File: src/rtl/frame_capture_controller.sv
// frame_capture_controller
//   Captures one thermostat frame from the decoded Manchester bit stream.
//   It hunts for the 32-bit preamble and then shifts in a 160-bit payload.
//   It checks the fixed type/constant fields and commits a good frame to the
//   output registers. Rejected or aborted frames leave the outputs untouched.
// Ports
//   clock, reset            rising-edge clock, synchronous active-high reset
//   bit_valid, bit_data     one-cycle strobe carrying a decoded bit (MSB first)
//   busy                    FSM is in RECEIVE or CHECK
//   frame_valid             one-cycle pulse, output fields just updated
//   frame_error             one-cycle pulse, frame aborted (gap) or rejected
//   thermostat_id, room_temp, set_temp, state   last good frame fields
//   frames_ok, frames_bad   saturating 8-bit frame counters
module frame_capture_controller #(
  parameter logic [31:0] PREAMBLE    = 32'hAAAA_5555,
  parameter logic [15:0] TYPE_1      = 16'h0101,
  parameter logic [15:0] TYPE_2      = 16'h0202,
  parameter logic [31:0] CONSTANT    = 32'hC0DE_0001,
  parameter int          GAP_TIMEOUT = 4096
) (
  input  logic        clock,
  input  logic        reset,
  input  logic        bit_valid,
  input  logic        bit_data,
  output logic        busy,
  output logic        frame_valid,
  output logic        frame_error,
  output logic [31:0] thermostat_id,
  output logic [15:0] room_temp,
  output logic [15:0] set_temp,
  output logic [7:0]  state,
  output logic [7:0]  frames_ok,
  output logic [7:0]  frames_bad
);

  localparam int            GW       = $clog2(GAP_TIMEOUT);
  localparam logic [GW-1:0] GAP_LAST = GW'(GAP_TIMEOUT - 1);

  typedef enum logic [1:0] {HUNT, RECEIVE, CHECK} fsm_e;

  fsm_e           fsm_q, fsm_d;
  logic [31:0]    window_q, window_d;
  logic [159:0]   payload_q, payload_d;
  logic [7:0]     bit_cnt_q, bit_cnt_d;
  logic [GW-1:0]  gap_cnt_q, gap_cnt_d;
  // CHECK verdict is registered, then applied one edge later.
  logic           commit_q, commit_d;
  logic           reject_q, reject_d;
  logic           frame_valid_q, frame_valid_d;
  logic           frame_error_q, frame_error_d;
  logic [31:0]    id_q, id_d;
  logic [15:0]    room_q, room_d;
  logic [15:0]    set_q, set_d;
  logic [7:0]     st_q, st_d;
  logic [7:0]     ok_q, ok_d;
  logic [7:0]     bad_q, bad_d;

  logic [31:0]    win_shift;
  logic           fields_match;
  logic           timeout;

  assign win_shift    = {window_q[30:0], bit_data};
  assign fields_match = (payload_q[159:144] == TYPE_1) &&
                        (payload_q[143:128] == TYPE_2) &&
                        (payload_q[127:96]  == CONSTANT);

  always_comb begin
    fsm_d         = fsm_q;
    window_d      = window_q;
    payload_d     = payload_q;
    bit_cnt_d     = bit_cnt_q;
    gap_cnt_d     = gap_cnt_q;
    commit_d      = 1'b0;
    reject_d      = 1'b0;
    frame_valid_d = 1'b0;
    frame_error_d = 1'b0;
    id_d          = id_q;
    room_d        = room_q;
    set_d         = set_q;
    st_d          = st_q;
    ok_d          = ok_q;
    bad_d         = bad_q;
    timeout       = 1'b0;

    case (fsm_q)
      HUNT: begin
        if (bit_valid) begin
          window_d = win_shift;
          if (win_shift == PREAMBLE) begin
            fsm_d     = RECEIVE;
            bit_cnt_d = 8'd0;
            gap_cnt_d = '0;
            window_d  = 32'd0;
          end
        end
      end
      RECEIVE: begin
        if (bit_valid) begin
          payload_d = {payload_q[158:0], bit_data};
          bit_cnt_d = bit_cnt_q + 8'd1;
          gap_cnt_d = '0;
          if (bit_cnt_q == 8'd159) fsm_d = CHECK;
        end else if (gap_cnt_q == GAP_LAST) begin
          timeout = 1'b1;
          fsm_d   = HUNT;
        end else begin
          gap_cnt_d = gap_cnt_q + GW'(1);
        end
      end
      CHECK: begin
        // Any strobe arriving here is intentionally ignored.
        fsm_d = HUNT;
        if (fields_match) commit_d = 1'b1;
        else              reject_d = 1'b1;
      end
      default: fsm_d = HUNT;
    endcase

    // The payload register is frozen in HUNT, so it still holds the checked
    // frame when the commit lands.
    if (commit_q) begin
      frame_valid_d = 1'b1;
      id_d          = payload_q[95:64];
      room_d        = payload_q[63:48];
      set_d         = payload_q[47:32];
      st_d          = payload_q[31:24];
      if (ok_q != 8'hFF) ok_d = ok_q + 8'd1;
    end

    if (timeout || reject_q) begin
      frame_error_d = 1'b1;
      if (bad_q != 8'hFF) bad_d = bad_q + 8'd1;
    end
  end

  always_ff @(posedge clock) begin
    if (reset) begin
      fsm_q         <= HUNT;
      window_q      <= 32'd0;
      payload_q     <= 160'd0;
      bit_cnt_q     <= 8'd0;
      gap_cnt_q     <= '0;
      commit_q      <= 1'b0;
      reject_q      <= 1'b0;
      frame_valid_q <= 1'b0;
      frame_error_q <= 1'b0;
      id_q          <= 32'd0;
      room_q        <= 16'd0;
      set_q         <= 16'd0;
      st_q          <= 8'd0;
      ok_q          <= 8'd0;
      bad_q         <= 8'd0;
    end else begin
      fsm_q         <= fsm_d;
      window_q      <= window_d;
      payload_q     <= payload_d;
      bit_cnt_q     <= bit_cnt_d;
      gap_cnt_q     <= gap_cnt_d;
      commit_q      <= commit_d;
      reject_q      <= reject_d;
      frame_valid_q <= frame_valid_d;
      frame_error_q <= frame_error_d;
      id_q          <= id_d;
      room_q        <= room_d;
      set_q         <= set_d;
      st_q          <= st_d;
      ok_q          <= ok_d;
      bad_q         <= bad_d;
    end
  end

  assign busy          = (fsm_q != HUNT);
  assign frame_valid   = frame_valid_q;
  assign frame_error   = frame_error_q;
  assign thermostat_id = id_q;
  assign room_temp     = room_q;
  assign set_temp      = set_q;
  assign state         = st_q;
  assign frames_ok     = ok_q;
  assign frames_bad    = bad_q;

endmodule

File: config.mk
export PLATFORM = sky130hd
export DESIGN_NAME = frame_capture_controller
export DESIGN_NICKNAME = d
export VERILOG_FILES = /design/src/rtl/frame_capture_controller.sv
export SDC_FILE = /design/constraint.sdc
export NUM_CORES = 1
export LEC_CHECK = 0
export ABC_AREA = 0
export CAP_MARGIN = 10
export CORE_ASPECT_RATIO = 1.2
export CORE_UTILIZATION = 39
export CTS_BUF_LIST = sky130_fd_sc_hd__clkbuf_2
export DETAILED_ROUTE_END_ITERATION = 8
export DONT_BUFFER_PORTS = 1
export GPL_ROUTABILITY_DRIVEN = 0
export HOLD_SLACK_MARGIN = 0.12
export MAX_ROUTING_LAYER = met4
export PLACE_DENSITY = 0.53
export SYNTH_ARGS = -nofsm -noshare
export SYNTH_HDL_FRONTEND = slang
export SYNTH_SLANG_ARGS = --single-unit
File: constraint.sdc
create_clock -name clock -period 4.7 [get_ports clock]
set_input_delay 0 -clock clock [delete_from_list [all_inputs] [get_ports clock]]
set_output_delay 0 -clock clock [all_outputs]
set_load 0.005 [all_outputs]
==> reports/qor.csv <==
metric,value,unit
status,"complete, no violations",
DRT iter0 DRCs,636,
CP cell instances,dlygate4sd3_1 -> dlygate4sd3_1 -> nor2b_1 -> nand2_1 -> nor3_1 -> o21ai_0,
buffers plus inverters on the worst setup path,2,
final setup TNS,0,ns
Most used DFF post-synth,dfxtp_1,
number of H-tree levels,3,
"slowest stage cell, crit path",nor3_1,
"top cells by area, synth","dfxtp_1 (53%), nand2_1 (13%), a21oi_1 (8.7%), mux2i_1 (6.4%), nor2_1 (2.9%)",
pre-CTS setup slack,1.65,ns
dominant cell type by area after synthesis,dfxtp_1,
unique cell type count in the Yosys netlist,52,
Port-buffer cells,0,
sequential cell area fraction in the yosys report,53.0,%
Tmin final,3.09,ns
Peak Freq,0.323,GHz
hold path cells,3,
Post-route DRC,0,
fill count,3036,
P&R area growth vs syn,8.32,%
#FFs+latches synth,305,
Hold Buf Count CTS,8,
Storage cell area,0.00611,mm²
Hold EP,frame_error$_SDFF_PP0_,
hold_sp,reset,
CTS resizes,0,
CTS buffer count,79,
final worst slack,1.61,ns
DRT Pass-1 Iters,4,
Post-Syn Nets,1366,
Post-Syn Instances,1358,
CTS tree,yes,
layout cells sized above 1,9.62,%
P_sw,0.00107,W
Seq pwr share,59.0,%
Worst path most repeated cell,dlygate4sd3_1,
switch share,24.4,%
Routed Antenna Nets,0,
total global routing overflow,0,
CP max FO,34,
Slew HR,10.1,%
CP top delay family,simple AND/OR/NAND/NOR gates,
Multi-input gate area,0.00502,mm²
"CTS clk-pin slew, worst paths",0.09,ns
WS Path Type,in2reg,
vias in the first global route,8500,
Die Area,0.0302,mm²
Cell Int Power,0.00331,W
setup violators final,0,
Crit Reg-Reg Endpoint,gap_cnt_q[8]$_SDFFE_PP0P_,
"EDFF count, synth",0,
IO Count,95,
Clock power frac,39.5,%
FF-to-FF path depth,4,
Clock Tree Buf Depth,3,
reg2reg setup slack,1.69,ns
DR vias,9125,
root buffer cell,clkbuf_2,
post-CTS setup buffers,0,
Vias/cell,5.10,
Hold Path Class,in2reg,
Initial Util,39.8,%
Pwr Density,351,mW/mm²
Clock Skews,0.0528,ns
initial antenna violation count,1,
Async SR Flop Fraction,0,%
final wirelength,24.5,mm
core area,0.0289,mm²
layout net count,1371,
worst-margin pin slew,1.35,ns
DP Wirelength,13.4,mm
CTS Sinks,305,
GRT Total Usage,16.6,%
DR WL/cell,13.7,µm
Startpoint Class,input pin,
Leak,4.02,nW
Worst Setup End Kind,register,
CP max stage delay,1.06,ns
Die H,190,µm
peak supply drop,0.208,mV
fin crit share,65.8,%
Skew-Pair Late Insertion Delay,0.84,ns
RSZ-0062 raised after global routing,false,
syn avg cell area,8.48,µm²
Die Span X,159,µm
Max-cap violations,0,
Comb pwr share,1.5,%
row cnt,68,
share of the synthesized area in the top cell type,53.0,%
reg-to-reg startpoint,fsm_q[1]$_SDFFE_PP0P_,
final hold vios,0,
Slew Limit Fails,0,
synthesized area,0.0115,mm²
largest net degree at the start of global routing,296,
CP arrival,3.73,ns
first-pass GRT wire length,41.3,mm
"Req. time, crit path",5.34,ns
Synth Warn #,0,
[cells in the final DEF, fill, tap and decap left out, types with 5 or more instances in the layout]
cell / Yosys / final
or3_1: 9 / 9
o211ai_1: 22 / 22
o31a_1: 5 / 5
clkbuf_2: 0 / 109
a31oi_1: 7 / 7
nor3_1: 10 / 10
inv_1: 6 / 6
nor4b_1: 11 / 11
dfxtp_1: 305 / 304
a21oi_1: 201 / 201
nor2b_1: 13 / 13
buf_4: 0 / 7
clkinv_1: 0 / 7
o21ai_0: 20 / 20
nor4_1: 8 / 8
nand2_1: 384 / 384
dlygate4sd3_1: 0 / 7
nor4bb_1: 9 / 9
mux2i_1: 74 / 74
nand3_1: 20 / 20
nand4_1: 10 / 10
nor2_1: 88 / 87
[flip-flops by register name, indices dropped and copies added (netlist names)]
signal and count:
thermostat_id 32, frame_valid 1, fsm_q 2, commit_q 1, bit_cnt_q 8, frame_error 1, payload_q 160, set_temp 16
frames_ok 8, gap_cnt_q 12, state 8, frames_bad 8, window_q 31, reject_q 1, room_temp 16
[power groups by stage]
stage                      logic, W  clock network, W  registers (W)
after floorplan           0.0000465                 0        0.00264
after global placement    0.0000183                 0        0.00264
after detailed placement  0.0000181                 0        0.00264
after CTS                 0.0000648           0.00182        0.00258
after global routing      0.0000705           0.00196        0.00258
final                     0.0000640           0.00173        0.00258
[metal layers]
layer  track usage (%)  vias to the layer above  wire [µm]
met2              24.7                      187      10800
met5                 -                        -          0
met1              20.1                     4229      11200
met4              6.50                        0        465
met3              6.65                       50       1990
li1                  -                     4659          -
[cells in the mapped netlist, types with 4 or more instances]
master and count:
ha_1 4, nor3_1 10, mux2i_1 74, nand4_1 10, o311ai_0 4, buf_2 14, o31ai_1 4, inv_1 6
buf_1 7, nand2_1 384, clkbuf_1 71, nor2b_1 13, dfxtp_1 305, nor4_1 8, nor2_1 88, nor4bb_1 9
nor4b_1 11, o211ai_1 22, o31a_1 5, a21oi_1 201, o21ai_0 20, or3_1 9, nand3_1 20, a31oi_1 7
nand2b_1 4
[worst min-delay path: stages]
cell	delay [ns]
dlygate4sd3_1	0.60
buf_16	0.32
nor2_1	0.20
[per-stage QoR]
step	cell area, µm²	hold WS (ns)	util [%]	total power (W)	instances
after floorplan	11500	0.136	-	0.00269	1358
after global placement	11700	0.108	40.5	0.00266	1659
after detailed placement	11700	0.101	40.5	0.00266	1659
after CTS	12500	0.419	43.1	0.00447	1788
after global routing	12500	0.456	43.1	0.00461	1789
final	12500	0.363	43.1	0.00438	1789
[cell families after synthesis]
logic type | share of synthesized area (%)
adder cells (fa/ha/maj) | 0.435
AND/OR/NAND/NOR | 22.4
AO/OA/AOI/OAI | 13.7
multiplexers | 6.73
XOR/XNOR | 0.228
flip-flops | 53.0
buffers and inverters | 3.45
[area by class of cell]
class	count	share of cell area, %
clock buffers	109	4.38
flip-flops and latches	305	49.0
clock inverters	12	0.803
well taps	385	3.86
repair buffers	17	1.53
inverters	6	0.181
multi-input cells	954	40.2
diodes	1	0.0201
[worst max path at each step]
| stage | startpoint | to | slack [ns] | cells after the start |
|---|---|---|---|---|
| floorplan | gap_cnt_q[0]$_SDFFE_PP0P_ | frames_bad[7]$_SDFFE_PP0P_ | 2.70 | 5 |
| global placement | fsm_q[1]$_SDFFE_PP0P_ | gap_cnt_q[2]$_SDFFE_PP0P_ | 1.72 | 4 |
| detailed placement | fsm_q[1]$_SDFFE_PP0P_ | gap_cnt_q[6]$_SDFFE_PP0P_ | 1.65 | 4 |
| CTS | fsm_q[1]$_SDFFE_PP0P_ | gap_cnt_q[8]$_SDFFE_PP0P_ | 1.65 | 4 |
| global route | bit_valid | gap_cnt_q[2]$_SDFFE_PP0P_ | 1.28 | 6 |
| finish | bit_valid | gap_cnt_q[8]$_SDFFE_PP0P_ | 1.61 | 6 |
Note: power is estimated with default switching activity, not from simulation.
